===== src/rtl/series_sum_seq.sv =====
// Sequential series accumulator: sums i or i^2 for i = 0..N, one addition per clock,
// with a start/busy/done handshake and a sticky per-operation overflow flag.
module series_sum_seq #(
    parameter int NW = 4,
    parameter int SW = 12
) (
    input  logic          clk,
    input  logic          rst_n,
    input  logic          start,
    input  logic          mode,
    input  logic [NW-1:0] N,
    output logic [SW-1:0] S,
    output logic          busy,
    output logic          done,
    output logic          ovf
);

    localparam int TW = 2 * NW;
    localparam int XW = ((SW > TW) ? SW : TW) + 1;

    typedef enum logic {
        IDLE,
        RUN
    } state_t;

    state_t        state, state_n;
    logic [NW-1:0] nl, nl_n;
    logic [NW-1:0] i, i_n;
    logic          ml, ml_n;
    logic [SW-1:0] acc, acc_n;
    logic [TW-1:0] sq, sq_n;
    logic [TW-1:0] term;
    logic [XW-1:0] sum;
    logic          vf, vf_n;
    logic [SW-1:0] s_n;
    logic          ovf_n;
    logic          done_n;

    assign busy = (state == RUN);

    always_ff @(posedge clk) begin
        if (!rst_n) begin
            state <= IDLE;
            nl    <= '0;
            ml    <= 1'b0;
            i     <= '0;
            sq    <= '0;
            acc   <= '0;
            vf    <= 1'b0;
            S     <= '0;
            ovf   <= 1'b0;
            done  <= 1'b0;
        end else begin
            state <= state_n;
            nl    <= nl_n;
            ml    <= ml_n;
            i     <= i_n;
            sq    <= sq_n;
            acc   <= acc_n;
            vf    <= vf_n;
            S     <= s_n;
            ovf   <= ovf_n;
            done  <= done_n;
        end
    end

    // Widened sum: any bit above SW-1 means this addition wrapped the accumulator.
    always_comb begin
        state_n = state;
        nl_n    = nl;
        ml_n    = ml;
        i_n     = i;
        sq_n    = sq;
        acc_n   = acc;
        vf_n    = vf;
        s_n     = S;
        ovf_n   = ovf;
        done_n  = 1'b0;
        term    = ml ? sq : TW'(i);
        sum     = XW'(acc) + XW'(term);

        case (state)
            IDLE: begin
                if (start) begin
                    nl_n    = N;
                    ml_n    = mode;
                    acc_n   = '0;
                    i_n     = '0;
                    sq_n    = '0;
                    vf_n    = 1'b0;
                    state_n = RUN;
                end
            end
            RUN: begin
                acc_n = sum[SW-1:0];
                vf_n  = vf | (|sum[XW-1:SW]);
                if (i == nl) begin
                    s_n     = acc_n;
                    ovf_n   = vf_n;
                    done_n  = 1'b1;
                    state_n = IDLE;
                end else begin
                    // (i+1)^2 = i^2 + 2i + 1; 2i+1 is just i with a 1 appended.
                    i_n  = i + NW'(1);
                    sq_n = sq + TW'({i, 1'b1});
                end
            end
            default: state_n = IDLE;
        endcase
    end

endmodule


===== config.mk =====
export PLATFORM = sky130hd
export DESIGN_NAME = series_sum_seq
export DESIGN_NICKNAME = d
export VERILOG_FILES = /design/src/rtl/series_sum_seq.sv
export SDC_FILE = /design/constraint.sdc
export NUM_CORES = 1
export LEC_CHECK = 0
export ABC_AREA = 1
export CAP_MARGIN = 20
export CORE_MARGIN = 10
export CORE_UTILIZATION = 55
export CTS_BUF_LIST = sky130_fd_sc_hd__clkbuf_8
export DETAILED_ROUTE_END_ITERATION = 6
export PLACE_DENSITY = 0.87
export SYNTH_ARGS = -nofsm -noshare
export SYNTH_HDL_FRONTEND = slang
export SYNTH_SLANG_ARGS = --single-unit

===== constraint.sdc =====
create_clock -name clk -period 3.1 [get_ports clk]
set_input_delay 0.775 -clock clk [delete_from_list [all_inputs] [get_ports clk]]
set_output_delay 0.775 -clock clk [all_outputs]
set_load 0.01 [all_outputs]

Word level (Yosys, flattened, before mapping)
Index checks and enable logic that the tools add are counted.
- bits of input ports: 8
- register bits: 45
- equality and inequality tests: 3
- mux-type cells: 15
- bitwise logic cells: 2
- reduce and logical (&&, ||, !) cells: 4
- add/subtract/negate cells: 3
- operator list (operator ; count):
    $mux 8 ; 3
    $pmux 12 s2 ; 1
    $pmux 8 s2 ; 1
    $add 12x8->13 ; 1
    $mux 12 ; 1
    $add 8x5->8 ; 1
    $mux 4 ; 2
    $pmux 4 s2 ; 1
    $reduce_and 2->1 ; 4
    $add 4x1->4 const B ; 1
    $eq 4x4->1 ; 1
    $mux 1 ; 4
    $ne 2x2->1 const B ; 2
    $pmux 1 s2 ; 2
    $not 1->1 ; 1
    $or 1x1->1 ; 1

Depth between registers and ports, before layout
Gate-level depths: netlist of the first run.
- depth after elaboration: 4
- gate-level depth with buffers: 16

Worst setup path before layout of the first run
No wires, ideal clock.
- path type: register -> register
- from: register ml
- to: register acc[8]
- arrival time: 2.131 ns
- stages on the path, launching flop included: 14
- period minus slack after synthesis: 2.201 ns
- slack: 0.899 ns
- path buffers: 1
- library setup time: 0.070 ns
- data required time: 3.030 ns
- cell sequence: dfxtp_1 -> clkbuf_1 -> nand2_1 -> o21ai_0 -> ha_1 -> inv_1 -> fa_1 -> nand3b_1 -> nand2_1 -> nand2_1 -> nand2_1 -> xor2_1 -> nand2_1 -> a21oi_1
- longest elaborated chain between the ends: 3
- RTL lines (element ; line ; RTL):
    start, declared ; 29 ; logic ml, ml_n;
    start signal, assigned ; 56 ; ml <= ml_n;
    $mux 8 ; 79 ; term = ml ? sq : TW'(i);
    $add 12x8->13 ; 80 ; sum = XW'(acc) + XW'(term);
    $pmux 12 s2 ; 82 ; case (state)
    end signal, assigned ; 59 ; acc <= acc_n;
    end, declared ; 30 ; logic [SW-1:0] acc, acc_n;
No other way between the ends.
A chain may end at the register's enable or synchronous reset.

Worst setup path after layout of the first run
- from: register i[0]
- to: register vf
- longest elaborated chain between the ends: 4
- RTL lines (element ; line ; RTL):
    start, declared ; 28 ; logic [NW-1:0] i, i_n;
    start signal, assigned ; 57 ; i <= i_n;
    $mux 8 ; 79 ;
    $add 12x8->13 ; 80 ;
    $or 1x1->1 ; 96 ; vf_n = vf | (|sum[XW-1:SW]);
    $pmux 1 s2 ; 82 ;
    end signal, assigned ; 60 ; vf <= vf_n;
    end, declared ; 34 ; logic vf, vf_n;
No other way between the ends.

==> out/summary.md, run 1 <==
Run status
* **result of the run** finished, final reports clean

Worst setup path
* **largest stage delay on the critical path** 520 ps
* **CP max FO** 8
* **type of the setup path with the least slack** reg -> reg
* **kind of start point of the critical path** flop
* **CP max stage cell** dfxtp_1
* **most used cell, CP** nand2_1
* **kind of capture point of the worst setup path** flop
* **number of buffer and inverter instances along the worst setup path** 3
* **R2R Path Start** i[0]
* **cell-by-cell trace of the critical path** inv_1 -> o21ai_0 -> ha_1 -> inv_1 -> fa_1 -> nand3b_1 -> nand2_1 -> nand2_1 -> nand2_1 -> nand2_1 -> o21bai_1 -> o211ai_1 -> inv_1
* **endpoint required time on the critical path** 3350 ps
* **Critical Path Source** i[0]
* **Crit path max-delay family** adder cells
* **Crit path arrival time** 2730 ps

Synthesis
* **mean area per synthesized cell** 6.79 sq um
* **dominant combinational cell family by area after synthesis** simple AND/OR/NAND/NOR gates
* **multiplexer share of the synthesized area** 0.857%
* **share of the yosys chip area belonging to registers** 34.3%
* **number of nets in the synthesized netlist** 410
* **fraction of the mapped netlist area in compound gates** 11.1%
* **number of instances in the synthesized netlist** 387
* **number of register bits inferred by synthesis** 45
* **area share of xor/xnor cells in the synthesized design** 5.00%
* **Cell variety after synth** 33
* **Warnings, synthesis** 0
* **Synth Cell Area** 2630 sq um
* **fraction of the mapped netlist area in adder cells** 7.71%
* **share of synthesized cell area in and, or, nand and nor gates** 32.2%

Route
* **highest metal layer used by the detailed router** met4
* **post-DR wirelength/cell** 12.9 microns
* **drt drc** 0
* **via count of the routed design** 2490
* **DRT Wirelength** 5.98 mm
* **DR WL met2** 2.77 mm
* **M1 wire length** 2.65 mm
* **Detail Route Antenna Nets** 0
* **DRC marker count from the first detailed-route iteration** 240
* **met3 routed WL** 461 microns
* **count of TritonRoute iterations in the first routing pass** 4
* **detailed-route vias per instance** 5.37

Place
* **count of input and output buffers** 22
* **post-placement setup slack** 707 ps
* **HPWL after DPL** 4.37 mm
* **Final GP Congestion** 0.892
* **standard cell area after detailed placement** 2890 sq um

Floorplanning
* **Core Footprint** 4690 sq um
* **die span in y** 89.1 microns
* **std cell rows** 25
* **boundary pin count** 23
* **floorplan die width** 89.1 microns
* **floorplan die area** 7950 sq um
* **starting density of the core** 56.0%

Worst hold path
* **hold wc startpoint** acc[0]
* **class of the worst hold path** reg -> reg

Cells and area
* **net count of the finished layout** 433
* **number of fillers in the final layout** 389
* **number of antenna repair diodes** 0
* **Area Growth Syn to Fin** 14.0%
* **share of layout cells above drive strength 1** 7.56%
* **combined flip-flop and latch cell area** 901 sq um
* **summed area of non-filler cells in the final layout** 3000 sq um
* **area taken by multi-input logic gates** 1500 sq um

Pwr
* **Power Total** 0.00126 W
* **maximum ir drop on the vdd rail** 0.175 mV
* **power per standard cell area** 420 nW/um^2
* **Leak Pwr** 1.45 nW

Clock tree
* **clock insertion delay at the later pin of the skew report** 300 ps
* **Resized cells post-CTS** 0
* **count of hold-fix buffers inserted at cts** 0
* **TritonCTS Sinks** 45
* **TritonCTS clock tree** done
* **CTS Buf Count** 5
* **cell at the root of the clock tree** clkbuf_8
* **buffers inserted during post-CTS setup optimization** 0
* **maximum number of buffers from clock root to sink** 2
* **CTS H-Tree Depth** 2
* **clock transition at the registers of the reported paths** 80 ps

Timing
* **worst slew margin relative to its limit** 71.5%
* **transition time at the pin with the least slew margin** 426 ps
* **Period minus WS final** 2480 ps
* **total count of hold-check failures in the final report** 0
* **final critical-path setup slack** 618 ps
* **RSZ-0062 raised after global routing** false
* **Total Negative Setup Slacks** 0 ps
* **Setup Skew** 5.84 ps
* **Final Hold Slack** 471 ps
* **Final setup violation count** 0
* **final max-slew violation count** 0
* **share of the cycle needed by the critical path after routing** 80.1%
* **Fmax** 403 MHz

Global routing
* **wire length of the first global-routing pass** 9.99 mm
* **GR Overflow Total** 0
* **number of antenna violations at the first check in global routing** 0
* **overall track demand over capacity in global routing** 15.4%
* **pin count of the biggest net entering global routing** 28
* **number of global-route vias before repair** 2252

Run
* **Max Cap Violations** 0

-- report_power, final --
group	switching [W]	total, W	leakage [nW]	internal [W]
logic	0.000117	0.000196	1.03	0.0000786
clock network	0.000200	0.000435	0.0540	0.000234
registers	0.0000238	0.000628	0.365	0.000604
total	0.000341	0.00126	1.45	0.000917
-- metrics by stage --
step           std cells  util (%)
2_1_floorplan        387         -
3_3_place_gp         457      61.7
3_5_place_dp         457      61.7
4_1_cts              464      63.9
5_1_grt              464      63.9
6_report             464      63.9
-- cell families (layout without fill, tap and decap cells) --
| family | after synthesis | in the layout |
|---|---|---|
| muxes | 2 | 2 |
| adders and majority gates | 15 | 15 |
| AOI/OAI and AO/OA | 52 | 52 |
| and+or+nand+nor | 200 | 200 |
| xor gates and xnor gates | 15 | 15 |
| DFF | 45 | 45 |
| buffers and inverters | 58 | 81 |
-- Yosys cell counts, drive strengths merged --
| master | number | share of area, % |
|---|---|---|
| a21boi | 1 | 0.29 |
| a21o | 1 | 0.29 |
| a21oi | 30 | 6.3 |
| buf | 6 | 1.4 |
| clkbuf | 4 | 0.57 |
| clkinv | 1 | 0.14 |
| dfxtp | 45 | 34 |
| fa | 2 | 1.5 |
| ha | 13 | 6.2 |
| inv | 47 | 6.7 |
| mux2 | 2 | 0.86 |
| nand2 | 121 | 18 |
| nand3 | 25 | 4.8 |
| nand3b | 1 | 0.29 |
| nand4 | 3 | 0.71 |
| nor2 | 46 | 7.0 |
| o211ai | 1 | 0.29 |
| o21a | 3 | 0.86 |
| o21ai | 15 | 2.9 |
| o21bai | 1 | 0.29 |
| or2 | 4 | 0.95 |
| xnor2 | 2 | 0.67 |
| xor2 | 13 | 4.3 |
-- per-layer routing --
metal	vias up	track usage, %
met4	0	5.20
met3	11	3.01
met2	90	26.4
li1	1262	-
met5	-	0
met1	1127	18.8
-- state kept, by name (all words and copies together) (netlist names) --
name	count
ovf	1
ml	1
nl	4
i	4
acc	12
busy	1
S	12
done	1
vf	1
sq	8
-- layout by cell type, fill, tap and decap left out --
cell type and instances:
nand2_1 113, inv_1 47, dfxtp_1 45, nor2_1 43, a21oi_1 26, nand3_1 25, clkdlybuf4s50_1 22, xor2_1 13
ha_1 13, o21ai_0 12, nand2_2 6, clkbuf_8 5, a21oi_2 4, buf_4 4, o21a_1 3, nand4_1 3
o21ai_1 3, or2_2 3, mux2_2 2, nor2_2 2, xnor2_1 2, nand2_4 2, fa_1 2, nor2_4 1
nand3b_1 1, clkinv_1 1, a21boi_0 1, o21bai_1 1, a21o_1 1, o211ai_1 1, or2_0 1, clkinv_2 1
bufinv_16 1
-- cell type report --
cell class                 instances  area share [%]
clock buffer                       5            2.30
clock inverter                     2            1.17
sequential                        45            30.1
tap                               54            2.25
timing repair buffer              26            8.35
multi-input combinational        284            49.9
inverter                          48            6.01
-- final timing paths --
check | cells past startpoint | slack (ps) | to
hold / removal | 2 | 470 | acc[0]
setup / recovery | 13 | 620 | vf
setup reg to reg | 13 | 620 | vf
hold reg to reg | 2 | 470 | acc[0]
-- tightest hold or removal path, stage by stage, from the launching register on --
cell	delay, ps
dfxtp_1	320
nand2_1	60
a21oi_1	50
Note: power is estimated with default switching activity, not from simulation.
==> run 2: changes to the inputs <==
- clock period: 3.1 -> 2.53 ns (I/O delays scaled with it)
==> run 2 against run 1 <==
- setup slack lost 380 ps
- global-route usage grew 1.8 points
- critical path depth shrank 2
- clock power grew 24%
- largest power group unchanged
==> out/summary.md, run 2 (same netlist as run 1, synthesis figures left out) <==
Cells and area
* **number of fillers in the final layout** 401, was 389
* **most frequent cells in the layout** nand2_1, inv_1, dfxtp_1, nor2_1, a21oi_1, was nand2_1, inv_1, dfxtp_1
* **Area Growth Syn to Fin** 15.4%, was 14.0%
* **share of layout cells above drive strength 1** 9.47%, was 7.56%
* **net count of the finished layout** 435, was 433
* **number of antenna repair diodes** 0, unchanged
* **most frequent standard cell in the layout excluding fill and tap cells** nand2_1, unchanged
* **biggest regs** S x12, acc x12, sq x8, unchanged

Timing
* **Fmax** 437 MHz, was 403 MHz
* **final critical-path setup slack** 242 ps, was 618 ps
* **Period minus WS final** 2290 ps, was 2480 ps
* **worst slew margin relative to its limit** 68.0%, was 71.5%
* **Setup Skew** 3.81 ps, was 5.84 ps
* **Final setup violation count** 0, unchanged
* **total count of hold-check failures in the final report** 0, unchanged
* **share of the cycle needed by the critical path after routing** 90.4%, was 80.1%
* **transition time at the pin with the least slew margin** 478 ps, was 426 ps
* **RSZ-0062 raised after global routing** false, unchanged
* **final max-slew violation count** 0, unchanged
* **Total Negative Setup Slacks** 0 ps, unchanged
* **Final Hold Slack** 475 ps, was 471 ps

Route
* **post-DR wirelength/cell** 13.8 microns, was 12.9 microns
* **DRC marker count from the first detailed-route iteration** 285, was 240
* **drt drc** 0, unchanged
* **count of TritonRoute iterations in the first routing pass** 7, was 4
* **detailed-route vias per instance** 5.44, was 5.37
* **via count of the routed design** 2534, was 2490
* **DRT Wirelength** 6.45 mm, was 5.98 mm
* **Detail Route Antenna Nets** 0, unchanged

Clock tree
* **CTS H-Tree Depth** 2, unchanged
* **maximum number of buffers from clock root to sink** 2, unchanged
* **clock transition at the registers of the reported paths** 90 ps, was 80 ps
* **clock insertion delay at the later pin of the skew report** 310 ps, was 300 ps
* **CTS Buf Count** 5, unchanged
* **cell at the root of the clock tree** clkbuf_8, unchanged
* **TritonCTS Sinks** 45, unchanged
* **TritonCTS clock tree** done, unchanged

Floorplanning
* **Core Footprint** 4690 sq um, unchanged
* **boundary pin count** 23, unchanged
* **starting density of the core** 56.0%, unchanged
* **floorplan die area** 7950 sq um, unchanged
* **floorplan die width** 89.1 microns, unchanged
* **std cell rows** 25, unchanged
* **die span in y** 89.1 microns, unchanged

Global routing
* **overall track demand over capacity in global routing** 17.2%, was 15.4%
* **pin count of the biggest net entering global routing** 27, was 28
* **number of antenna violations at the first check in global routing** 0, unchanged
* **GR Overflow Total** 0, unchanged
* **wire length of the first global-routing pass** 11.0 mm, was 9.99 mm
* **number of global-route vias before repair** 2459, was 2252

Pwr
* **Leak Pwr** 1.46 nW, was 1.45 nW
* **power per standard cell area** 514 nW/um^2, was 420 nW/um^2
* **Sw Ratio** 27.7%, was 27.1%
* **maximum ir drop on the vdd rail** 0.281 mV, was 0.175 mV
* **Gate power share** 16.1%, was 15.6%
* **internal power** 0.00113 W, was 0.000917 W
* **share of power burned in registers** 49.2%, was 49.9%
* **net switching power** 0.000432 W, was 0.000341 W
* **clock network power share** 34.6%, was 34.5%

Worst setup path
* **kind of capture point of the worst setup path** flop, unchanged
* **number of buffer and inverter instances along the worst setup path** 1, was 3
* **CP max FO** 11, was 8
* **largest stage delay on the critical path** 420 ps, was 520 ps
* **endpoint required time on the critical path** 2740 ps, was 3350 ps
* **most used cell, CP** nand2_1, unchanged
* **Crit path max-delay family** simple AND/OR/NAND/NOR gates, was adder cells
* **kind of start point of the critical path** flop, unchanged
* **type of the setup path with the least slack** reg -> reg, unchanged
* **Crit path arrival time** 2500 ps, was 2730 ps
* **cell-by-cell trace of the critical path** mux2_2 -> ha_1 -> nand2_1 -> nor2_1 -> nand3_1 -> nand3_1 -> nand3_1 -> nand2_1 -> nand2_1 -> nand2_1 -> inv_1, was inv_1 -> o21ai_0 -> ha_1 -> inv_1 -> fa_1 -> nand3b_1 -> nand2_1 -> nand2_1 -> nand2_1 -> nand2_1 -> o21bai_1 -> o211ai_1 -> inv_1
* **CP max stage cell** dfxtp_4, was dfxtp_1

Place
* **Final GP Congestion** 0.903, was 0.892
* **count of input and output buffers** 22, unchanged
* **post-placement setup slack** 183 ps, was 707 ps
* **HPWL after DPL** 4.51 mm, was 4.37 mm

Run
* **Max Cap Violations** 0, unchanged

Run status
* **result of the run** finished, final reports clean, unchanged

Worst hold path
* **class of the worst hold path** reg -> reg, unchanged

[run 2: changes by cell type in the layout (fill, tap and decap cells not counted), sizes merged]
cell  delta
buf      +2
[run 2: final cells by class]
cell class | count | area [sq um] | share of cell area (%)
timing repair buffer | 28 | 265 | 8.74
multi-input combinational | 284 | 1510 | 49.8
clock inverter | 2 | 35.0 | 1.15
inverter | 48 | 180 | 5.94
sequential | 45 | 906 | 29.9
clock buffer | 5 | 68.8 | 2.27
tap | 54 | 67.6 | 2.23
[run 2: layer usage]
layer	share of wire [%]	GRT usage (%)
met1	43	20.2
met2	46	29.0
met3	7.9	4.10
met4	2.7	7.66
met5	0	0
[run 2: per-stage QoR]
stage          power [W]  util (%)  cell area, sq um  instances
3_5_place_dp     0.00103      62.0              2910        459
4_1_cts          0.00156      64.2              3010        466
6_report         0.00156      64.7              3030        466
2_1_floorplan   0.000939         -              2630        387
3_3_place_gp     0.00102      62.0              2910        459
5_1_grt          0.00162      64.7              3030        466
[run 2: worst reg2reg max path, cell delays in order (launching register included)]
cell and delay [ps]:
dfxtp_4 420, mux2_2 350, ha_1 370, nand2_1 170
nor2_1 230, nand3_1 160, nand3_1 120, nand3_1 90
nand2_1 110, nand2_1 60, nand2_1 90, inv_1 30
[run 2: power by group through the flow]
stage | logic, W | clock network (W) | registers [W]
2_1_floorplan | 0.000152 | 0 | 0.000787
3_3_place_gp | 0.000243 | 0 | 0.000782
3_5_place_dp | 0.000249 | 0 | 0.000783
4_1_cts | 0.000251 | 0.000540 | 0.000767
5_1_grt | 0.000279 | 0.000569 | 0.000773
6_report | 0.000252 | 0.000540 | 0.000768
[run 2: timing repair]
| item | CTS | global route |
|---|---|---|
| hold endpoints to repair | 0 | 0 |
| endpoints found under the setup margin | 0 | 11 |
| hold buffers | 0 | 0 |
| setup buffers | 0 | 0 |
| resized for setup | 0 | 7 |
[run 2: final timing paths]
kind | from | to | slack, ps | depth (start not counted)
worst max-delay path | ml | S[11] | 240 | 11
worst min-delay path | acc[6] | acc[6] | 470 | 2
worst max register to register | ml | S[11] | 240 | 11
worst min register to register | acc[6] | acc[6] | 470 | 2
==> edit (settings of run 1) <==
Register the inputs `start`, `mode` and `N` before use. The logic sees them one clock later.
--- a/src/rtl/series_sum_seq.sv
+++ b/src/rtl/series_sum_seq.sv
@@ -23,4 +23,14 @@
         RUN
     } state_t;
+
+    logic start_q;
+    logic mode_q;
+    logic [NW-1:0] N_q;
+
+    always_ff @(posedge clk) begin
+        start_q <= start;
+        mode_q  <= mode;
+        N_q     <= N;
+    end
 
     state_t        state, state_n;
@@ -82,7 +92,7 @@
         case (state)
             IDLE: begin
-                if (start) begin
-                    nl_n    = N;
-                    ml_n    = mode;
+                if (start_q) begin
+                    nl_n    = N_q;
+                    ml_n    = mode_q;
                     acc_n   = '0;
                     i_n     = '0;
Formal check against the unedited RTL: not equivalent (a bounded check fails within 4 cycles, from zero or initial values and one cycle with rst_n low).
==> edit against run 1 <==
  * Sequential cell count grew 6
  * Sequential share of layout area up 2.9 points
  * Area after synthesis increased by 5.0%
  * Wire length rose by 7.7%
  * Total power increased by 3.9%
  * Worst setup slack got worse by 41 ps
  * Worst hold slack gained 6.1 ps
  * Cell area increased by 3.3%
==> edit: results (changes against run 1) <==
- Port Buffer Count: 22 (unchanged)
- Ranking of synthesized cells by area: dfxtp_1 37%, nand2_1 15%, nor2_1 6.3%
- Fin Clk Skew: 11.3 ps (+5.45 ps)
- Setup bufs post-CTS: 0 (unchanged)
- Synth Area in Adders: 0.0734 (-0.00367)
- Routability cong.: 0.903 (+1.1%)
- Synth top cells by count: 113 x nand2_1, 51 x dfxtp_1, 46 x nor2_1, 43 x inv_1, 27 x a21oi_1
- Clk slew on worst S/H paths: 100 ps (+20 ps)
- Final worst slack: 578 ps (-40.7 ps)
- CTS max path bufs: 2 (unchanged)
- Root buf cell: clkbuf_8
- Initial antenna violation count: 0 (unchanged)
- Worst-path fanout max: 7 (-1)
- Met2 GRT Util: 0.278 (+0.0136)
- Worst vdd ir: 0.401 mV (+130%)
- Grt met1 use: 0.190 (+0.00228)
- Register area share after synthesis: 0.370 (+0.0272)
- Placed Area: 0.00301 mm^2 (+4.0%)
- Post-detail-place hpwl: 4640 um (+6.2%)
- Status: completed
- Nets: 437 (+0.92%)
- Layout cells sized above 1: 0.0580 (-0.0176)
- Met3 GRT Util: 0.0274 (-0.00265)
- Multiplexer share of the synthesized area: 0.00816 (-0.000408)
- Synth Area in Compound Gates: 0.106 (-0.00530)
- Total global-route track usage: 0.159 (+0.00472)
- Hold Path Class: flip-flop to flip-flop
- Insertion delay to the later sink of the worst-skew pair: 300 ps (about the same)
- Synth Net Count: 416 (+1.5%)
- Largest stage delay on the critical path: 520 ps (about the same)
- First-pass DRT Iterations: 4 (unchanged)
- Global-route wire length before repair: 11,100 um (+11%)
- Via count: 2,504 (+0.56%)
- Wire per inst: 13.4 um (+3.9%)
- Post-synth ARST share: 0 (unchanged)
- Synth warn: 0 (unchanged)
- Clock buffer count from CTS: 5 (unchanged)
- Starting DRT DRC Count: 221 (-7.9%)
- Leak pwr: 1.49 nW (+2.7%)
- Biggest regs: S: 12 flops, acc: 12 flops, sq: 8 flops
- Post-CTS sizing: 0 (unchanged)
- Post-Synth XOR/XNOR Area: 0.0476 (-0.00238)
- CP arrival: 2760 ps (+30 ps)
- Antenna Cells: 0 (unchanged)
- Vias in the first global route: 2,481 (+10%)
- Slowest CP cell: dfxtp_1
- H-tree depth: 2 (unchanged)
- Largest net degree at the start of global routing: 20 (-29%)
- Number of distinct library cells after synthesis: 34 (+3.0%)
- Dpl ws: 655 ps (-51.3 ps)
- Worst Max-Slew Pin Slew: 400 ps (-25.6 ps)
==> edit: cell count changes after synthesis, moves of 4 or more <==
cell and change:
nand2_2 -4, inv_1 -4, dfxtp_1 +6, nand4_1 +4
==> edit: cell families (layout without fill, tap and decap cells) <==
| family | count (synthesis) | after routing |
|---|---|---|
| simple gates | 200 | 200 |
| mux | 2 | 2 |
| flops | 51 | 51 |
| compound gates | 53 | 53 |
| fa+ha+maj | 15 | 15 |
| xor+xnor | 15 | 15 |
| buf+inv | 57 | 78 |
==> edit: path summary, 6_finish.rpt <==
check / from / to / slack (ps) / cells after the start
max: i[0] / acc[6] / 580 / 13
min: acc[5] / acc[5] / 480 / 2
max reg2reg: i[0] / acc[6] / 580 / 13
min reg2reg: acc[5] / acc[5] / 480 / 2
==> edit: cell type report <==
class	instances	area (um^2)
well taps	67	83.8
flip-flops and latches	51	1020
fillers	400	1690
clock buffers	6	82.6
multi-input cells	285	1490
repair buffers	26	250
inverters	45	169
clock inverters	1	5.00
==> edit: report_power, final <==
group          switching (W)  internal (W)
Clock               0.000215      0.000176
Combinational       0.000122     0.0000811
Sequential         0.0000267      0.000686
Total               0.000365      0.000943
==> edit: layer usage <==
metal / up-vias / wire, um
met2: 76 / 3120
li1: 1287 / -
met5: - / 0
met3: 10 / 496
met1: 1131 / 2720
met4: 0 / 106
==> edit: worst register-to-register path: cells and delay by family (launching register included) <==
family                     cells  cell delay (ps)
AOI/OAI and AO/OA              2              320
xor gates and xnor gates       1              270
adders and majority gates      2              660
buffers and inverters          3              260
DFF                            1              520
and+or+nand+nor                5              430
==> edit: through the flow <==
step	hold slack, ps	cells
final	477	481
after global routing	500	481
after CTS	480	481
after detailed placement	460	474
after global placement	452	474
after floorplan	444	393
